$ cat config.mk
export PLATFORM = sky130hd
export DESIGN_NAME = mem_tid_arbiter
export DESIGN_NICKNAME = d
export VERILOG_FILES = /design/src/rtl/mem_tid_arb_pkg.sv /design/src/rtl/mem_tid_arbiter_rr.sv /design/src/rtl/mem_tid_arbiter.sv
export SDC_FILE = /design/constraint.sdc
export NUM_CORES = 1
export LEC_CHECK = 0
export BUFFER_PORTS_ARGS = -buffer_cell sky130_fd_sc_hd__buf_2
export CORE_MARGIN = 5
export CORE_UTILIZATION = 42
export CTS_CLUSTER_SIZE = 12
export DETAILED_ROUTE_END_ITERATION = 8
export PLACE_DENSITY_LB_ADDON = 0.05
export SKIP_LAST_GASP = 1
export SLEW_MARGIN = 40
export SYNTH_ARGS = -nofsm -noshare
export SYNTH_HDL_FRONTEND = slang
export SYNTH_SLANG_ARGS = --single-unit
$ cat constraint.sdc
create_clock -name clk_i -period 6.2 [get_ports clk_i]
set_clock_uncertainty 0.05 [all_clocks]
set_input_delay 0.31 -clock clk_i [delete_from_list [all_inputs] [get_ports clk_i]]
set_output_delay 0.31 -clock clk_i [all_outputs]
set_load 0.02 [all_outputs]
$ cat src/rtl/mem_tid_arb_pkg.sv
// -----------------------------------------------------------------------------
// mem_tid_arb_pkg
// Shared types and helpers for the memory TID arbiter.
//
// NR_REQ and TID_W live here rather than on the top module because the
// tid_t / src_t / cnt_t types every file uses are sized by them. Requester
// index 0 = icache refill, 1 = dcache load, 2 = dcache write-through store.
//
// Contents:
//   tid_t        transaction ID
//   src_t        requester index
//   cnt_t        count of TIDs (0 .. 2**TID_W)
//   fsm_state_e  IDLE / HOLD of the memory request port
//   free_res_t   result of lowest_free(): found flag + TID
//   lowest_free  lowest-numbered free TID of a busy vector
// -----------------------------------------------------------------------------
package mem_tid_arb_pkg;

    localparam int NR_REQ = 3;
    localparam int TID_W  = 2;
    localparam int POOL   = 1 << TID_W;
    localparam int SRC_W  = (NR_REQ > 1) ? $clog2(NR_REQ) : 1;

    typedef logic [TID_W-1:0] tid_t;
    typedef logic [SRC_W-1:0] src_t;
    typedef logic [TID_W:0]   cnt_t;

    typedef enum logic {
        IDLE = 1'b0,
        HOLD = 1'b1
    } fsm_state_e;

    typedef struct packed {
        logic found;
        tid_t tid;
    } free_res_t;

    // Scans from the top down so the last hit, i.e. the lowest index, wins.
    function automatic free_res_t lowest_free(input logic [POOL-1:0] busy);
        free_res_t res;
        res.found = 1'b0;
        res.tid   = '0;
        for (int i = POOL - 1; i >= 0; i--) begin
            if (!busy[i]) begin
                res.found = 1'b1;
                res.tid   = tid_t'(i);
            end
        end
        return res;
    endfunction

endpackage

$ cat src/rtl/mem_tid_arbiter_rr.sv
// -----------------------------------------------------------------------------
// rr_arbiter_lock
// NR_REQ-wide round-robin arbiter with a lock-while-pending hold.
//
// Ports:
//   clk, rst_n   clock, asynchronous active-low reset
//   req          per-requester eligibility
//   lock         keep presenting the winner captured on the previous cycle
//   accept       the current grant is consumed; pointer moves past it
//   gnt_valid    a grant is presented
//   gnt_idx      index of the granted requester
// -----------------------------------------------------------------------------
module rr_arbiter_lock
    import mem_tid_arb_pkg::*;
(
    input  logic              clk,
    input  logic              rst_n,
    input  logic [NR_REQ-1:0] req,
    input  logic              lock,
    input  logic              accept,
    output logic              gnt_valid,
    output src_t              gnt_idx
);

    src_t ptr;
    src_t locked_idx;
    src_t pick;
    logic any;
    int   idx;

    // First eligible requester at or after the pointer, wrapping to 0.
    always_comb begin
        pick = '0;
        any  = 1'b0;
        idx  = 0;
        for (int k = 0; k < NR_REQ; k++) begin
            idx = (int'(ptr) + k) % NR_REQ;
            if (!any && req[idx]) begin
                any  = 1'b1;
                pick = src_t'(idx);
            end
        end
    end

    assign gnt_valid = lock | any;
    assign gnt_idx   = lock ? locked_idx : pick;

    // The live pick is captured every unlocked cycle so that it is ready the
    // moment the owner asserts lock after an unaccepted request.
    always_ff @(posedge clk or negedge rst_n) begin
        if (!rst_n) begin
            ptr        <= '0;
            locked_idx <= '0;
        end else begin
            if (!lock && any) begin
                locked_idx <= pick;
            end
            if (gnt_valid && accept) begin
                ptr <= (gnt_idx == src_t'(NR_REQ - 1)) ? '0 : gnt_idx + src_t'(1);
            end
        end
    end

endmodule

$ cat src/rtl/mem_tid_arbiter.sv
// -----------------------------------------------------------------------------
// mem_tid_arbiter
// Shares the cache-to-memory request port between the icache refill, dcache
// load and dcache store requesters, allocates a TID per accepted request,
// routes responses back to the TID owner and caps in-flight stores.
//
// Ports:
//   clk_i, rst_ni      clock, asynchronous active-low reset
//   req_valid_i/_store_i  per-requester request and store flag
//   req_ready_o        one-hot grant, handshake cycle only
//   req_tid_o          TID given to the granted requester
//   mem_valid_o/_ready_i  memory request handshake
//   mem_tid_o/_src_o   TID and requester index on the memory port
//   rsp_valid_i/_tid_i response from memory, never back-pressured
//   rsp_valid_o        one-hot response strobe to the TID owner
//   busy_cnt_o         number of allocated TIDs
//   err_o              sticky: response for an unallocated TID
//
// Optional (macro MEM_TID_ARB_PERF_EN):
//   stall_cnt_o        saturating count of cycles with a request but no
//                      eligible requester
//   store_stall_o      requester 2 blocked by the store limit alone
// -----------------------------------------------------------------------------
module mem_tid_arbiter
    import mem_tid_arb_pkg::*;
#(
    parameter int MAX_OUT_STORES = 7
) (
    input  logic              clk_i,
    input  logic              rst_ni,
    input  logic [NR_REQ-1:0] req_valid_i,
    input  logic [NR_REQ-1:0] req_store_i,
    output logic [NR_REQ-1:0] req_ready_o,
    output tid_t              req_tid_o,
    output logic              mem_valid_o,
    input  logic              mem_ready_i,
    output tid_t              mem_tid_o,
    output src_t              mem_src_o,
    input  logic              rsp_valid_i,
    input  tid_t              rsp_tid_i,
    output logic [NR_REQ-1:0] rsp_valid_o,
    output cnt_t              busy_cnt_o,
    output logic              err_o
`ifdef MEM_TID_ARB_PERF_EN
    ,
    output logic [31:0]       stall_cnt_o,
    output logic              store_stall_o
`endif
);

    // Limits above the pool size can never be reached, so clamp them.
    localparam int STORE_LIMIT = (MAX_OUT_STORES > POOL) ? POOL : MAX_OUT_STORES;

    fsm_state_e        state;
    logic [POOL-1:0]   busy;
    logic [POOL-1:0]   store_tag;
    src_t              owner [POOL];
    tid_t              hold_tid;
    cnt_t              store_cnt;
    cnt_t              busy_cnt;
    free_res_t         free_tid;
    logic              store_ok;
    logic [NR_REQ-1:0] eligible;
    logic              gnt_valid;
    src_t              gnt_idx;
    logic              handshake;
    logic              rsp_hit;
    logic              hs_store;
    logic              rsp_store;

    // Allocation looks only at the registered busy vector, so a TID freed by
    // a response this cycle becomes available on the next one.
    assign free_tid = lowest_free(busy);
    assign store_ok = store_cnt < cnt_t'(STORE_LIMIT);
    assign eligible = free_tid.found ? (req_valid_i & (~req_store_i | {NR_REQ{store_ok}}))
                                     : '0;

    rr_arbiter_lock u_rr (
        .clk       (clk_i),
        .rst_n     (rst_ni),
        .req       (eligible),
        .lock      (state == HOLD),
        .accept    (mem_ready_i),
        .gnt_valid (gnt_valid),
        .gnt_idx   (gnt_idx)
    );

    assign mem_valid_o = gnt_valid;
    assign mem_src_o   = gnt_idx;
    assign mem_tid_o   = (state == HOLD) ? hold_tid : free_tid.tid;
    assign handshake   = mem_valid_o & mem_ready_i;
    assign req_tid_o   = handshake ? mem_tid_o : '0;
    assign hs_store    = handshake & req_store_i[mem_src_o];

    assign rsp_hit     = rsp_valid_i & busy[rsp_tid_i];
    assign rsp_store   = rsp_hit & store_tag[rsp_tid_i];
    assign busy_cnt_o  = busy_cnt;

    always_comb begin
        req_ready_o = '0;
        rsp_valid_o = '0;
        for (int i = 0; i < NR_REQ; i++) begin
            req_ready_o[i] = handshake && (mem_src_o == src_t'(i));
            rsp_valid_o[i] = rsp_hit && (owner[rsp_tid_i] == src_t'(i));
        end
    end

    // Request-port FSM plus TID pool bookkeeping. A handshake and a response
    // in the same cycle always touch different TIDs: the handshake TID was
    // free at the start of the cycle, the response TID was busy.
    always_ff @(posedge clk_i or negedge rst_ni) begin
        if (!rst_ni) begin
            state     <= IDLE;
            hold_tid  <= '0;
            busy      <= '0;
            store_tag <= '0;
            store_cnt <= '0;
            busy_cnt  <= '0;
            err_o     <= 1'b0;
            for (int i = 0; i < POOL; i++) begin
                owner[i] <= '0;
            end
        end else begin
            case (state)
                IDLE: begin
                    if (mem_valid_o && !mem_ready_i) begin
                        state    <= HOLD;
                        hold_tid <= free_tid.tid;
                    end
                end
                HOLD: begin
                    if (mem_ready_i) begin
                        state <= IDLE;
                    end
                end
                default: state <= IDLE;
            endcase

            if (rsp_hit) begin
                busy[rsp_tid_i] <= 1'b0;
            end
            if (handshake) begin
                busy[mem_tid_o]      <= 1'b1;
                owner[mem_tid_o]     <= mem_src_o;
                store_tag[mem_tid_o] <= hs_store;
            end
            if (rsp_valid_i && !rsp_hit) begin
                err_o <= 1'b1;
            end
            store_cnt <= store_cnt + cnt_t'(hs_store) - cnt_t'(rsp_store);
            busy_cnt  <= busy_cnt + cnt_t'(handshake) - cnt_t'(rsp_hit);
        end
    end

`ifdef MEM_TID_ARB_PERF_EN
    logic stall_now;
    logic store_block;

    assign stall_now   = (|req_valid_i) && !(|eligible);
    assign store_block = req_valid_i[NR_REQ-1] && req_store_i[NR_REQ-1]
                         && !store_ok && free_tid.found;

    always_ff @(posedge clk_i or negedge rst_ni) begin
        if (!rst_ni) begin
            stall_cnt_o   <= '0;
            store_stall_o <= 1'b0;
        end else begin
            if (stall_now && (stall_cnt_o != 32'hFFFF_FFFF)) begin
                stall_cnt_o <= stall_cnt_o + 32'd1;
            end
            store_stall_o <= store_block;
        end
    end
`endif

endmodule

==> metrics.md, run 1 <==
| Metric | Value |
|---|---|
| Pin count of the biggest net entering global routing | 31 |
| Sw Ratio | 0.4250 |
| Met1 wire length | 1781 microns |
| Port-buffer cells | 28 |
| Initial antenna violation count | 0 |
| Die width | 75.82 microns |
| Cell Rows | 24 |
| Avg Inst Size Synth | 11.59 sq um |
| Wirelength per Cell | 16.56 microns |
| Asr flop ratio synth | 1.000 |
| P_sw | just under 500 uW |
| Setup crit end | store_cnt[2] |
| Reg-to-reg critical path startpoint | u_rr.ptr[0] |
| TritonCTS clock tree | built |
| Max-cap violations | 0 |
| Layout cells sized above 1 | 0.3245 |
| Vias in the first global route | 1290 |
| GR Overflow Total | 0 |
| R2R Setup Slk | 2.59 ns |
| Final hold viol count | 0 |
| Total Wirelength | 3974 microns |
| GRT Total Usage | 0.1529 |
| # hold bufs at CTS | 0 |
| Status | complete, no violations |
| Setup bufs post-CTS | 0 |
| Post-synthesis sequential area ratio | 0.4127 |
| CTS-repair resized insts | 0 |
| Root buffer cell | clkbuf_8 |
| Iteration-0 DRC Markers | 47 |
| RSZ-0062 raised after global routing | no |
| Starting Density | 0.4266 |
| H-tree depth | 2 |
| Die ar. | ~0.0057 sq mm |
| Peak VDD IR | ~0.23 mV |
| Final max-slew violation count | 0 |
| R2r worst-path depth | 15 |
| Highest Signal Layer | met4 |
| Met3 wire len | about 230 microns |
| Ant. Diodes | 0 |
| Period utilization | 0.5828 |
| Maximum clock path buffer count | 2 |
| CP Data Arrival Time | 3.76 ns |
| Prevailing post-synth register cell | dfrtp_1 |
| #FFs+latches synth | 30 |
| Reg power frac | 0.305 |
| Via count | 1270 |
| Post-route DRC | 0 |
| Detail Route Antenna Nets | 0 |
| P_leak | 1.020 nW |
| Pwr/cell area | 558.8 mW/mm^2 |
| Clk pwr share | 0.141 |
| Mapped Area | around 0.0018 sq mm |
| Final TNS setup | 0 ns |
| P_int | 671.8 uW |
| Yosys cell types | 47 |
| Core Box Area | 0.004264 sq mm |
| Total power | 1.168 mW |
| RD Place Congestion | about 0.84 |
| R2r endpoint | store_cnt[2] |
| Critical path peak fanout | 9 |
| Minimum clock period | around 3.6 ns |
| CTS buffer count | 5 |
| Die Span Y | 75.82 microns |
| CTS sink count | 30 |
| Setup violators final | 0 |
| Met2 WL | 1920 microns |
| CTS clk-pin slew, worst paths | 0.07 ns |
| Critical path class | register to register |
| Yosys warns | 0 |
| Crit. End Element | register |
| Initial DRT Pass Iterations | 4 |
| CP Launch Type | register |
| Syn_nets | 177 |
| Rel. slew slack | 0.5453 |
| Via-to-Cell Ratio | 5.292 |
| Post-synth EDFFs | 0 |
| Hold WC Path Type | input port to async pin |
| Least-Margin Pin Slew | around 0.68 ns |
| Final #Nets | just over 200 |
| Critical Path RT | 6.35 ns |
| Critical path startpoint | u_rr.ptr[0] |
| Comb power frac | 0.554 |
| Clock Latency Late Sink | 0.28 ns |
| Synth-to-Final Area Change | 14.92% |
| Max Clock Freq | 276.8 MHz |
| IO Pins | 29 |
| First-pass GRT wire length | about 6500 microns |
| Mapped Cells | around 160 |
| DP Wirelength | approximately 3000 microns |
worst min-delay path by stage:
stage | slack, ns | cells after the start | to
4_1_cts | 0.04 | 1 | state
6_report | 0.01 | 1 | u_rr.locked_idx[1]
2_1_floorplan | -0.04 | 0 | busy[0]
3_5_place_dp | 0.35 | 1 | u_rr.locked_idx[1]
5_1_grt | 0.09 | 1 | u_rr.locked_idx[1]
3_3_place_gp | 0.34 | 1 | u_rr.locked_idx[1]
cell families after synthesis:
logic type,Yosys count,share of synthesized area
muxes,20,0.1651
and+or+nand+nor,51,0.1664
DFF,30,0.4127
AOI/OAI and AO/OA,24,0.1286
buffers and inverters,20,0.04471
adders and majority gates,8,0.06327
xor gates and xnor gates,4,0.01926
synthesized netlist by cell type, drive strengths merged, types with 3 or more instances:
cell	n	area, sq um
dfrtp	30	750.7
inv	15	56.30
nand2	14	52.55
mux2	13	176.4
ha	6	75.07
nand3	6	30.03
nor3	6	52.55
nand2b	5	31.28
nor2	5	18.77
mux4	4	90.09
nor3b	4	30.03
xnor2	4	35.03
a21o	3	22.52
buf	3	17.52
mux2i	3	33.78
flip-flops by register name, summed over array words and instances, names as in the netlist:
name / count
state: 1
busy_cnt_o: 3
store_tag: 4
owner: 8
u_rr.locked_idx: 2
hold_tid: 2
u_rr.ptr: 2
err_o: 1
busy: 4
store_cnt: 3
cell usage in the layout (no fill, tap or decap), types with 2 or more instances in the layout:
cell type and n:
o21a_1 2, a32o_1 2, ha_1 6, xnor2_1 4, nand3_1 6, fa_1 2, nor3_4 2, nand2_1 14
dfrtp_1 30, nand4_1 2, inv_1 14, nor2b_1 2, mux2_4 8, a31oi_1 2, or3_4 2, nor2_1 5
clkbuf_8 6, mux2i_1 2, buf_2 28, a21boi_1 2, mux4_2 4, nor3_1 4, mux2_2 2, a21o_1 3
o21ai_0 2, mux2_1 3, nor3b_1 4, nand2b_1 5
area by class of cell:
class	count	area, sq um
clock buffers	7	86.33
clock inverters	1	5.005
fillers	389	2173
inverters	15	56.30
multi-input cells	107	987.2
flip-flops and latches	30	750.7
well taps	52	65.06
repair buffers	28	140.1
routing by layer:
metal	vias up	global-route usage
met2	25	0.2357
met1	622	0.2130
met4	0	0.05243
met5	-	0
li1	618	-
met3	5	0.03166
power groups by stage:
stage / clock, mW / sequential [mW] / combinational [mW]
final: 0.164 / 0.356 / 0.647
after global routing: 0.176 / 0.367 / 0.710
after CTS: 0.171 / 0.355 / 0.659
after detailed placement: 0 / 0.358 / 0.657
after global placement: 0 / 0.354 / 0.638
after floorplan: 0 / 0.345 / 0.510
critical path, stage by stage, from the launching register on:
cell and delay [ns]:
dfrtp_1 0.37, inv_1 0.05, ha_1 0.37, inv_1 0.06, o21a_1 0.23, o41ai_4 0.61
mux2i_1 0.22, o2bb2ai_4 0.22, nand3_1 0.10, ha_1 0.30, inv_1 0.06, ha_1 0.13
inv_1 0.05, fa_1 0.38, xnor2_1 0.18, xnor2_1 0.15
per-stage QoR:
| step | setup WS [ns] | utilization | cell area (sq um) | cells | hold WS, ns |
|---|---|---|---|---|---|
| 2_1_floorplan | 2.813 | - | 1819 | 157 | -0.03559 |
| 3_3_place_gp | 2.661 | 0.4689 | 1999 | 232 | 0.3429 |
| 3_5_place_dp | 2.593 | 0.4689 | 1999 | 232 | 0.3541 |
| 4_1_cts | 2.559 | 0.4903 | 2091 | 240 | 0.04394 |
| 5_1_grt | 2.361 | 0.4903 | 2091 | 240 | 0.08513 |
| 6_report | 2.587 | 0.4903 | 2091 | 240 | 0.01079 |
(Power assumes the default switching activity.)
==> inputs of run 2 (changes only) <==
Clock period 6.2 ns to 3.1 ns, I/O delays scaled along.
==> run 2 against run 1 <==
Net effect:
- the run now ends with setup timing left
- first-iteration DRC count up 36%
- flip-flop and latch count is the same
- clock power grew 140%
- final area up 8.6%
- sequential share of layout area fell by 2.8 points
- sequential power increased by 96%
- critical path type unchanged
==> metrics.md, run 2 (synthesis gave the netlist of run 1 again) <==
| Metric | Value |
|---|---|
| CP Launch Type | register (unchanged) |
| DP Wirelength | 3137 microns (was 3033 microns) |
| RD Place Congestion | 1.037 (was 0.8397) |
| Final std cells w/o fill | 253 (was 240) |
| Final hold viol count | 0 (unchanged) |
| Pwr/cell area | 1160 mW/mm^2 (was 558.8 mW/mm^2) |
| Root buffer cell | clkbuf_8 (unchanged) |
| Total Wirelength | 4173 microns (was 3974 microns) |
| Least-Margin Pin Slew | 0.6925 ns (was 0.6821 ns) |
| RSZ-0062 raised after global routing | yes (was no) |
| Crit. End Element | register (unchanged) |
| Port-buffer cells | 28 (unchanged) |
| Reg-to-reg critical path startpoint | u_rr.ptr[1] (was u_rr.ptr[0]) |
| Wirelength per Cell | 16.49 microns (was 16.56 microns) |
| Die ar. | 0.005748 sq mm (unchanged) |
| Iteration-0 DRC Markers | 64 (was 47) |
| Pre-CTS WS | -0.1586 ns (was 2.593 ns) |
| Critical Path Max Stage Delay | 0.44 ns (was 0.61 ns) |
| Die Span Y | 75.82 microns (unchanged) |
| Critical path peak fanout | 5 (was 9) |
| Die width | 75.82 microns (unchanged) |
| P_leak | 1.094 nW (was 1.020 nW) |
| Period utilization | 1.010 (was 0.5828) |
| Maximum clock path buffer count | 2 (unchanged) |
| Max Clock Freq | 319.5 MHz (was 276.8 MHz) |
| Final #Nets | 220 (was 207) |
| Final TNS setup | -0.02962 ns (was 0 ns) |
| Final max-slew violation count | 0 (unchanged) |
| Starting Density | 0.4266 (unchanged) |
| Critical path class | register to register (unchanged) |
| Via-to-Cell Ratio | 5.356 (was 5.292) |
| Commonest non-fill, non-tap cell in the layout | dfrtp_1 (unchanged) |
| TritonCTS clock tree | built (unchanged) |
| Critical Path RT | 3.22 ns (was 6.35 ns) |
| Crit path cell chain | ha_4, inv_2, o21a_4, o41ai_4, mux2i_2, o2bb2ai_4, nand3_2, ha_4, inv_2, ha_4, inv_2, fa_2, xnor2_2, xnor2_1 (was inv_1, ha_1, inv_1, o21a_1, o41ai_4, mux2i_1, o2bb2ai_4, nand3_1, ha_1, inv_1, ha_1, inv_1, fa_1, xnor2_1, xnor2_1) |
| Initial antenna violation count | 0 (unchanged) |
| Layout cells sized above 1 | 0.4179 (was 0.3245) |
| DP Cell Count | 241 (was 232) |
| CTS sink count | 30 (unchanged) |
| Initial DRT Pass Iterations | 5 (was 4) |
| Hold_sp | mem_ready_i |
| Setup violators final | 1 (was 0) |
| Core Box Area | 0.004264 sq mm (unchanged) |
| H-tree depth | 2 (unchanged) |
| Detail Route Antenna Nets | 0 (unchanged) |
| Final worst slack | -0.02962 ns (was 2.587 ns) |
| GR Overflow Total | 0 (unchanged) |
| Hold WC Path Type | input port to register (was input port to async pin) |
| R2r worst-path depth | 14 (was 15) |
| Minimum clock period | 3.130 ns (was 3.613 ns) |
| Critical path's slowest cell | o41ai_4 (unchanged) |
| Gr busiest metal | met2 (unchanged) |
| GRT Total Usage | 0.1615 (was 0.1529) |
| Met2 usage | 0.2567 (was 0.2357) |
| CTS buffer count | 5 (unchanged) |
| Max-cap violations | 0 (unchanged) |
| Synth-to-Final Area Change | 24.76% (was 14.92%) |
| Clock Latency Late Sink | 0.28 ns (about the same) |
| Number of flip-flops in the largest register | 8 (unchanged) |
| Cell Rows | 24 (unchanged) |
| R2R Setup Slk | -0.03 ns (was 2.59 ns) |
| IO Pins | 29 (unchanged) |
| Rel. slew slack | 0.5383 (was 0.5453) |
| Worst Hold Endpoint | state |
| Registers with the most flip-flops | owner x8, busy x4, store_tag x4 (unchanged) |
| Top reg by flops | owner (unchanged) |
| Crit-path leading delay family | adder cells (unchanged) |
| Sum of buffers and inverters on the critical path | 3 (was 4) |
| Vias in the first global route | 1365 (was 1290) |
| Met1 Usage GRT | 0.2104 (was 0.2130) |
| Pin count of the biggest net entering global routing | 31 (unchanged) |
| Via count | 1355 (was 1270) |
| Post-route DRC | 0 (unchanged) |
| CTS clk-pin slew, worst paths | 0.07 ns (about the same) |
| Most frequent cells in the layout | dfrtp_1, buf_2, nand2_1 (was dfrtp_1, buf_2, inv_1, nand2_1, mux2_4) |
| Hold Crit Depth | 2 |
| First-pass GRT wire length | 6817 microns (was 6472 microns) |
| Status | finished, violations left (was complete, no violations) |
| CP Data Arrival Time | 3.25 ns (was 3.76 ns) |
| Met3 Track Usage GR | 0.04222 (was 0.03166) |
| Failing checks | setup timing |
| Final core occ | 0.5323 (was 0.4903) |
| R2r endpoint | store_cnt[2] (unchanged) |
| Peak VDD IR | 0.4996 mV (was 0.2310 mV) |
| Ant. Diodes | 0 (unchanged) |
| Fin Hold WS | 0.06509 ns (was 0.01079 ns) |
[run 2: changes by cell type in the layout (fill, tap and decap cells not counted), sizes merged]
cell         before  now
buf              28   40
dlygate4sd3       0    1
clkinv            1    0
bufinv            0    1
[run 2: area by class of cell]
type | instances | area, sq um
Inverter | 15 | 56.30
Clock buffer | 7 | 76.32
Fill cell | 389 | 1994
Multi-Input combinational cell | 107 | 1051
Clock inverter | 1 | 30.03
Tap cell | 52 | 65.06
Timing Repair Buffer | 41 | 240.2
Sequential cell | 30 | 750.7
[run 2: power breakdown]
part	leakage, nW	internal (mW)	switching [mW]	total [mW]
clock	0.0524	0.240	0.152	0.392
sequential	0.368	0.574	0.122	0.696
combinational	0.673	0.756	0.788	1.54
[run 2: timing repair]
item | in CTS | in global routing
cloned | 0 | 0
hold endpoints to repair | 30 | 0
buffers inserted | 2 | 1
hold buffers | 1 | 0
gates resized for setup | 8 | 2
setup endpoints to repair | 2 | 2
pin swaps | 8 | 7
[run 2: how the worst max path moves through the flow]
stage,start,endpoint,slack (ns),depth (start not counted)
2_1_floorplan,u_rr.ptr[1],store_cnt[2],-0.20,14
3_3_place_gp,u_rr.ptr[1],store_cnt[2],-0.05,14
3_5_place_dp,u_rr.ptr[0],store_cnt[2],-0.16,15
4_1_cts,u_rr.ptr[0],store_cnt[2],-0.03,15
5_1_grt,u_rr.ptr[0],store_cnt[2],-0.13,15
6_report,u_rr.ptr[1],store_cnt[2],-0.03,14
[run 2: per-stage QoR]
step / power, mW / cell area [sq um]
after floorplan: 1.734 / 1834
after global placement: 2.100 / 2082
after detailed placement: 2.140 / 2082
after CTS: 2.624 / 2255
after global routing: 2.821 / 2270
final: 2.632 / 2270
[run 2: metal layers]
layer,up-vias,share of wire
met5,-,0
met4,0,0.010
met3,5,0.053
met2,33,0.50
met1,676,0.44
li1,641,-
[run 2: worst register-to-register path: stages, from the launching register on]
cell       delay [ns]
dfrtp_1          0.42
ha_4             0.31
inv_2            0.04
o21a_4           0.20
o41ai_4          0.44
mux2i_2          0.35
o2bb2ai_4        0.09
nand3_2          0.09
ha_4             0.21
inv_2            0.06
ha_4             0.12
inv_2            0.03
fa_2             0.34
xnor2_2          0.15
xnor2_1          0.12
